===== config.mk =====
export PLATFORM = sky130hd
export DESIGN_NAME = sc_bist_ctrl
export DESIGN_NICKNAME = d
export VERILOG_FILES = /design/src/rtl/sc_bist_ctrl.sv
export SDC_FILE = /design/constraint.sdc
export NUM_CORES = 1
export LEC_CHECK = 0
export ABC_AREA = 1
export CAP_MARGIN = 25
export CORE_UTILIZATION = 43
export CTS_CLUSTER_DIAMETER = 60
export CTS_CLUSTER_SIZE = 20
export DETAILED_ROUTE_END_ITERATION = 16
export HOLD_SLACK_MARGIN = 0.15
export PLACE_DENSITY = 0.82
export RECOVER_POWER = 50
export SLEW_MARGIN = 40
export SYNTH_ARGS = -nofsm -noshare
export SYNTH_HDL_FRONTEND = slang
export SYNTH_SLANG_ARGS = --single-unit

===== constraint.sdc =====
create_clock -name CLK -period 1.3 [get_ports CLK]
set_clock_uncertainty 0.05 [all_clocks]
set_input_delay 0.195 -clock CLK [delete_from_list [all_inputs] [get_ports CLK]]
set_output_delay 0.195 -clock CLK [all_outputs]
set_load 0.02 [all_outputs]

===== src/rtl/sc_bist_ctrl.sv =====
// Standard-cell BIST controller: Galois LFSR patterns out, MISR signature in, compared to EXPECT.
// Optional abort input enabled by defining SC_BIST_ABORT_EN.
module sc_bist_ctrl #(
  parameter int unsigned      WIDTH  = 8,
  parameter logic [WIDTH-1:0] TAPS   = 8'hB8,
  parameter logic [WIDTH-1:0] SEED   = 8'h01,
  parameter int unsigned      CYCLES = 255,
  parameter int unsigned      LAT    = 0
) (
  input  logic             CLK,
  input  logic             RST,
  input  logic             START,
`ifdef SC_BIST_ABORT_EN
  input  logic             ABORT,
`endif
  input  logic [WIDTH-1:0] RESP,
  input  logic [WIDTH-1:0] EXPECT,
  output logic [WIDTH-1:0] PAT,
  output logic [WIDTH-1:0] SIG,
  output logic             BUSY,
  output logic             DONE,
  output logic             PASS
);

  localparam int unsigned      CNT_W      = $clog2(CYCLES + LAT + 1);
  localparam logic [WIDTH-1:0] ZERO_W     = {WIDTH{1'b0}};
  localparam logic [CNT_W-1:0] ZERO_C     = {CNT_W{1'b0}};
  localparam logic [CNT_W-1:0] ONE_C      = CNT_W'(1'b1);
  localparam logic [WIDTH-1:0] SEED_EFF   = (SEED == ZERO_W) ? WIDTH'(1'b1) : SEED;
  localparam logic [CNT_W-1:0] RUN_LAST   = CNT_W'(CYCLES - 1);
  localparam logic [CNT_W-1:0] FLUSH_LAST = CNT_W'(CYCLES + LAT - 1);
  localparam bit               HAS_FLUSH  = (LAT > 0);

  typedef enum logic [1:0] {S_IDLE, S_RUN, S_FLUSH, S_DONE} state_t;

  state_t           state_r;
  logic [WIDTH-1:0] lfsr_r;
  logic [WIDTH-1:0] misr_r;
  logic [CNT_W-1:0] cnt_r;
  logic             busy_r;
  logic             done_r;
  logic             misr_en_s;
  logic             abort_s;

  function automatic logic [WIDTH-1:0] galois_step(input logic [WIDTH-1:0] v);
    return (v >> 1) ^ (v[0] ? TAPS : ZERO_W);
  endfunction

`ifdef SC_BIST_ABORT_EN
  assign abort_s = ABORT;
`else
  assign abort_s = 1'b0;
`endif

  // The first LAT responses belong to no pattern yet, so capture waits for the pipeline.
  generate
    if (LAT == 0) begin : g_no_lat
      assign misr_en_s = 1'b1;
    end else begin : g_lat
      assign misr_en_s = (cnt_r >= CNT_W'(LAT));
    end
  endgenerate

  // Controller FSM with pattern generator, signature register and status flags.
  always_ff @(posedge CLK) begin
    if (RST) begin
      state_r <= S_IDLE;
      lfsr_r  <= SEED_EFF;
      misr_r  <= ZERO_W;
      cnt_r   <= ZERO_C;
      busy_r  <= 1'b0;
      done_r  <= 1'b0;
    end else begin
      case (state_r)
        S_IDLE, S_DONE: begin
          if (START) begin
            state_r <= S_RUN;
            lfsr_r  <= SEED_EFF;
            misr_r  <= ZERO_W;
            cnt_r   <= ZERO_C;
            busy_r  <= 1'b1;
            done_r  <= 1'b0;
          end
        end
        S_RUN: begin
          if (abort_s) begin
            state_r <= S_IDLE;
            lfsr_r  <= SEED_EFF;
            misr_r  <= ZERO_W;
            cnt_r   <= ZERO_C;
            busy_r  <= 1'b0;
            done_r  <= 1'b0;
          end else begin
            lfsr_r <= galois_step(lfsr_r);
            cnt_r  <= cnt_r + ONE_C;
            if (misr_en_s) begin
              misr_r <= galois_step(misr_r) ^ RESP;
            end
            if (cnt_r == RUN_LAST) begin
              if (HAS_FLUSH) begin
                state_r <= S_FLUSH;
              end else begin
                state_r <= S_DONE;
                busy_r  <= 1'b0;
                done_r  <= 1'b1;
              end
            end
          end
        end
        S_FLUSH: begin
          // Pattern generator is frozen; only in-flight responses are captured.
          if (abort_s) begin
            state_r <= S_IDLE;
            lfsr_r  <= SEED_EFF;
            misr_r  <= ZERO_W;
            cnt_r   <= ZERO_C;
            busy_r  <= 1'b0;
            done_r  <= 1'b0;
          end else begin
            misr_r <= galois_step(misr_r) ^ RESP;
            cnt_r  <= cnt_r + ONE_C;
            if (cnt_r == FLUSH_LAST) begin
              state_r <= S_DONE;
              busy_r  <= 1'b0;
              done_r  <= 1'b1;
            end
          end
        end
        default: begin
          state_r <= S_IDLE;
          lfsr_r  <= SEED_EFF;
          misr_r  <= ZERO_W;
          cnt_r   <= ZERO_C;
          busy_r  <= 1'b0;
          done_r  <= 1'b0;
        end
      endcase
    end
  end

  assign PAT  = lfsr_r;
  assign SIG  = misr_r;
  assign BUSY = busy_r;
  assign DONE = done_r;
  assign PASS = done_r & (misr_r == EXPECT);

endmodule


# After elaboration in Yosys (flattened, before gate mapping)
# Cells that the tools add are included.
# totals
reg_bits,28
inputBits,19
output_inout_bits,19
word_cells,40
# classes
addsub,1
eq_ne,7
n_mux,16
bitwise_logic,5
n_reduce_logical,5
# ops
operator,n
8-bit case mux with 2 select lines,3
8-bit two-way mux,4
7-bit by 8-bit bitwise XOR with 8-bit output,2
8-bit by 1-bit adder with 8-bit output (second input constant),1
8-bit equality test,1
8-bit equality test (second input constant),1
8-bit bitwise XOR,1
2-bit equality test (second input constant),2
1-bit two-way mux,4
2-bit two-way mux,2
1-bit case mux with 2 select lines,2
2-bit case mux with 2 select lines,1
2-bit AND reduction,2
2-bit OR reduction,2
2-bit by 1-bit equality test with 1-bit output (second input constant),1
2-bit logical NOT,1
2-bit by 1-bit != test with 1-bit output (second input constant),1
2-bit != test (second input constant),1
1-bit AND,1
1-bit inverter,1

# Logic depth before layout (Yosys ltp)
# logic_depth
word_depth,4
ltp_mapped,8
depth_no_buf,7

# Worst setup path after synthesis
# No wires, ideal clock.
# synth_timing
path_kind,register -> register
from,register DONE (netlist name)
to,register lfsr_r[1] (netlist: PAT[1])
setup_time_ns,0.070
arrival_time_ns,1.458
required_time_ns,1.180
slack_ns,-0.278
path_stages_with_launch,8
path_buffers,0
period_less_slack_ns,1.578
path_cell_list,dfxtp_1 inv_1 ha_1 nand2_2 nand2_4 nor2_4 nand2_1 a21oi_1
# synth_rtl
element,line_no,text
to (signal assigned),94,lfsr_r <= galois_step(lfsr_r);
to (decl),37,logic [WIDTH-1:0] lfsr_r;

# Worst setup path after layout
# layout_timing
from,register misr_r[2] (netlist: SIG[2])
to,output PASS
# layout_via
elab_chain_len,2
# layout_rtl
element,line_no,text
from (decl),38,logic [WIDTH-1:0] misr_r;
from (signal assigned),97,misr_r <= galois_step(misr_r) ^ RESP;
from (signal assigned),120,misr_r <= galois_step(misr_r) ^ RESP;
8-bit equality test,145,assign PASS = done_r & (misr_r == EXPECT);
1-bit AND,145,
to (decl),22,output logic PASS
# Every way passes these cells.

==> flow_summary.json <==
{
  "grt_setup_unrepaired": "yes",
  "core-area_mm2": 0.003103,
  "root_buffer": "clkbuf_4",
  "wl_per_cell_um": 13.06,
  "startpoint": "SIG[2]",
  "ios": 38,
  "dp.cells": 311,
  "ctsHoldBuffers": 0,
  "path_class": "reg -> out",
  "fin_ws_ns": -0.2594,
  "cts_max_path_buffers": 2,
  "htreeDepth": 1,
  "yosys_warnings": 0,
  "p_leak_nw": 0.9026,
  "grt_max_degree": 17,
  "status": "complete, but fails checks",
  "syn_area_mm2": 0.001436,
  "layout_common_cells": "nand2_1, clkdlybuf4s50_1, nor2_1",
  "route.vias.total": 1597,
  "failed_checks": "negative setup slack",
  "ys.flop_type": "dfxtp_1",
  "layout-drive-gt1-share_pct": 39.86,
  "fp.dieW_um": 59.80,
  "async_flop_share_pct": 0,
  "clock_power_share_pct": 22.1,
  "fin_crit_sh_pct": 120.0,
  "gr-total-overflow": 0,
  "hold_class": "reg -> reg",
  "crit_fanout": 3,
  "cp_cell_sequence": "inv_2, nand2_1, o21ai_1, nor2_1, nand3_1, nor2_4, buf_6",
  "die_h_um": 59.80,
  "clock-sinks": 27,
  "reg2reg_from": "DONE",
  "antenna_found_initial": 0,
  "yosysUniqueCellTypes": 24,
  "synth_cells": 214,
  "synth_edf_count": 0,
  "finalSetupViolations": 24,
  "worstSetupEndpointType": "output pin",
  "antenna_left": 0,
  "crit_path_top_delay_cell": "dfxtp_2",
  "maxCapViolCount": 0,
  "num_rows": 20,
  "power.total_mw": 1.825,
  "wl_um": 4180,
  "cp.arrival_ns": 1.31,
  "clkLatencyLatePin_ns": 0.36,
  "required_ns": 1.05,
  "fmax_ghz": 0.6413,
  "seqPwrFrac_pct": 49.2,
  "insertedDiodeCount": 0,
  "hp-start": "PAT[3]",
  "grt_pass1_wl_um": 5892,
  "worst_slew_pin_slew_ns": 0.3130,
  "p_int_mw": 1.234,
  "syn_nets": 237,
  "die_area_mm2": 0.003575,
  "final_common_cell": "nand2_1",
  "hold_ws_ns": 0.4275,
  "period_needed_ns": 1.559,
  "yosysSeqAreaShare_pct": 37.63,
  "power_density_mw_per_mm2": 792.1,
  "area_delta_synth_final_pct": 60.45,
  "slew_viol_final": 0,
  "max-slew-margin-rel_pct": 79.06,
  "cts_made_buffers": 3,
  "max_stage_delay_ns": 0.36,
  "drtPass1Iterations": 6,
  "tritoncts": "yes",
  "combPwrFrac_pct": 28.7,
  "hold_viol_final": 0,
  "peakVddDrop_uv": 569.1,
  "numPortBuffers": 37,
  "clkTransAtPathRegs_ns": 0.17,
  "cp-start-kind": "register",
  "grt_pass1_vias": 1391,
  "p_switching_uw": 591.6,
  "final_core_util_pct": 74.27,
  "viasPerCell": 4.991,
  "place_hpwl_um": 2535,
  "p_sw_share_pct": 32.41,
  "ys_ff_latch": 27,
  "grt_usage_pct": 21.93,
  "first_iter_violations": 51,
  "initial_core_util_pct": 46.29,
  "drc": 0,
  "nets": 300,
  "final-instance-count-excl-fill": 320,
  "avgSynthCellArea_um2": 6.712,
  "gp_congestion": 0.7966
}
==> sequential cells by signal, summed over array words and instances, names as in the netlist <==
register / flops
SIG: 8
state_r: 1
BUSY: 1
cnt_r: 8
DONE: 1
PAT: 8
==> area by class of cell <==
cell class	instances	area (um^2)
inverters	24	103.9
multi-input cells	158	967.2
fillers	234	798.3
clock buffers	3	22.52
well taps	44	55.05
repair buffers	62	580.6
clock inverters	1	7.507
repair inverters	1	8.758
flip-flops and latches	27	559.3
==> stage by stage <==
step	TNS, ns	area (um^2)	setup slack (ns)
2_1_floorplan	-0.1126	1468	-0.02926
3_3_place_gp	-1.714	2043	-0.6585
3_5_place_dp	-2.129	2043	-0.6704
4_1_cts	-0.9183	2131	-0.2657
5_1_grt	-3.437	2305	-0.3402
6_report	-2.363	2305	-0.2594
==> power by group through the flow <==
stage	clock (mW)	sequential (mW)	combinational, mW
floorplan	0	0.942	0.180
global placement	0	0.905	0.423
detailed placement	0	0.906	0.432
CTS	0.406	0.890	0.457
global route	0.435	0.903	0.562
finish	0.403	0.898	0.524
==> final timing paths <==
check	endpoint	slack (ns)	cells past startpoint
max	PASS	-0.26	7
min	PAT[2]	0.43	2
max reg2reg	PAT[7]	-0.16	7
min reg2reg	PAT[2]	0.43	2
==> logic make-up (layout without fill, tap and decap cells) <==
kind of cell	count (synthesis)	count (layout)	share of synthesized area (%)
simple gates	103	103	30.31
compound gates	46	46	16.99
buf+inv	29	91	8.536
flops	27	27	37.63
xor+xnor	5	5	3.049
fa+ha+maj	4	4	3.484
==> Yosys cell counts, types with 2 or more instances <==
cell / n / area share, %
nand2_2: 2 / 0.87
nand3b_1: 3 / 1.6
xor2_1: 3 / 1.8
xnor2_1: 2 / 1.2
inv_1: 24 / 6.3
ha_1: 4 / 3.5
o21a_1: 4 / 2.1
o21ai_0: 16 / 5.6
dfxtp_1: 27 / 38
a21oi_1: 24 / 8.4
nand3_1: 11 / 3.8
nor2_1: 22 / 5.7
nand2_1: 61 / 16
==> layer usage <==
| layer | wire length [um] | global-route usage, % | vias up |
|---|---|---|---|
| met3 | 266 | 5.195 | 12 |
| met5 | 0 | 0 | - |
| li1 | - | - | 809 |
| met2 | 2009 | 37.62 | 51 |
| met4 | 105 | 9.302 | 0 |
| met1 | 1798 | 25.93 | 725 |
==> worst max-delay path: cells and delay by family (launching register included) <==
kind            cells  cell delay (ns)
simple gates        4             0.40
buf+inv             2             0.16
compound gates      1             0.06
flops               1             0.36
==> what timing repair did <==
| item | CTS | global route |
|---|---|---|
| setup buffers | 1 | 3 |
| gates cloned | 1 | 0 |
| pin swaps | 18 | 19 |
| resized for setup | 94 | 63 |
| endpoints found under the setup margin | 43 | 39 |
No activity file was read; power rests on OpenSTA's default activity.
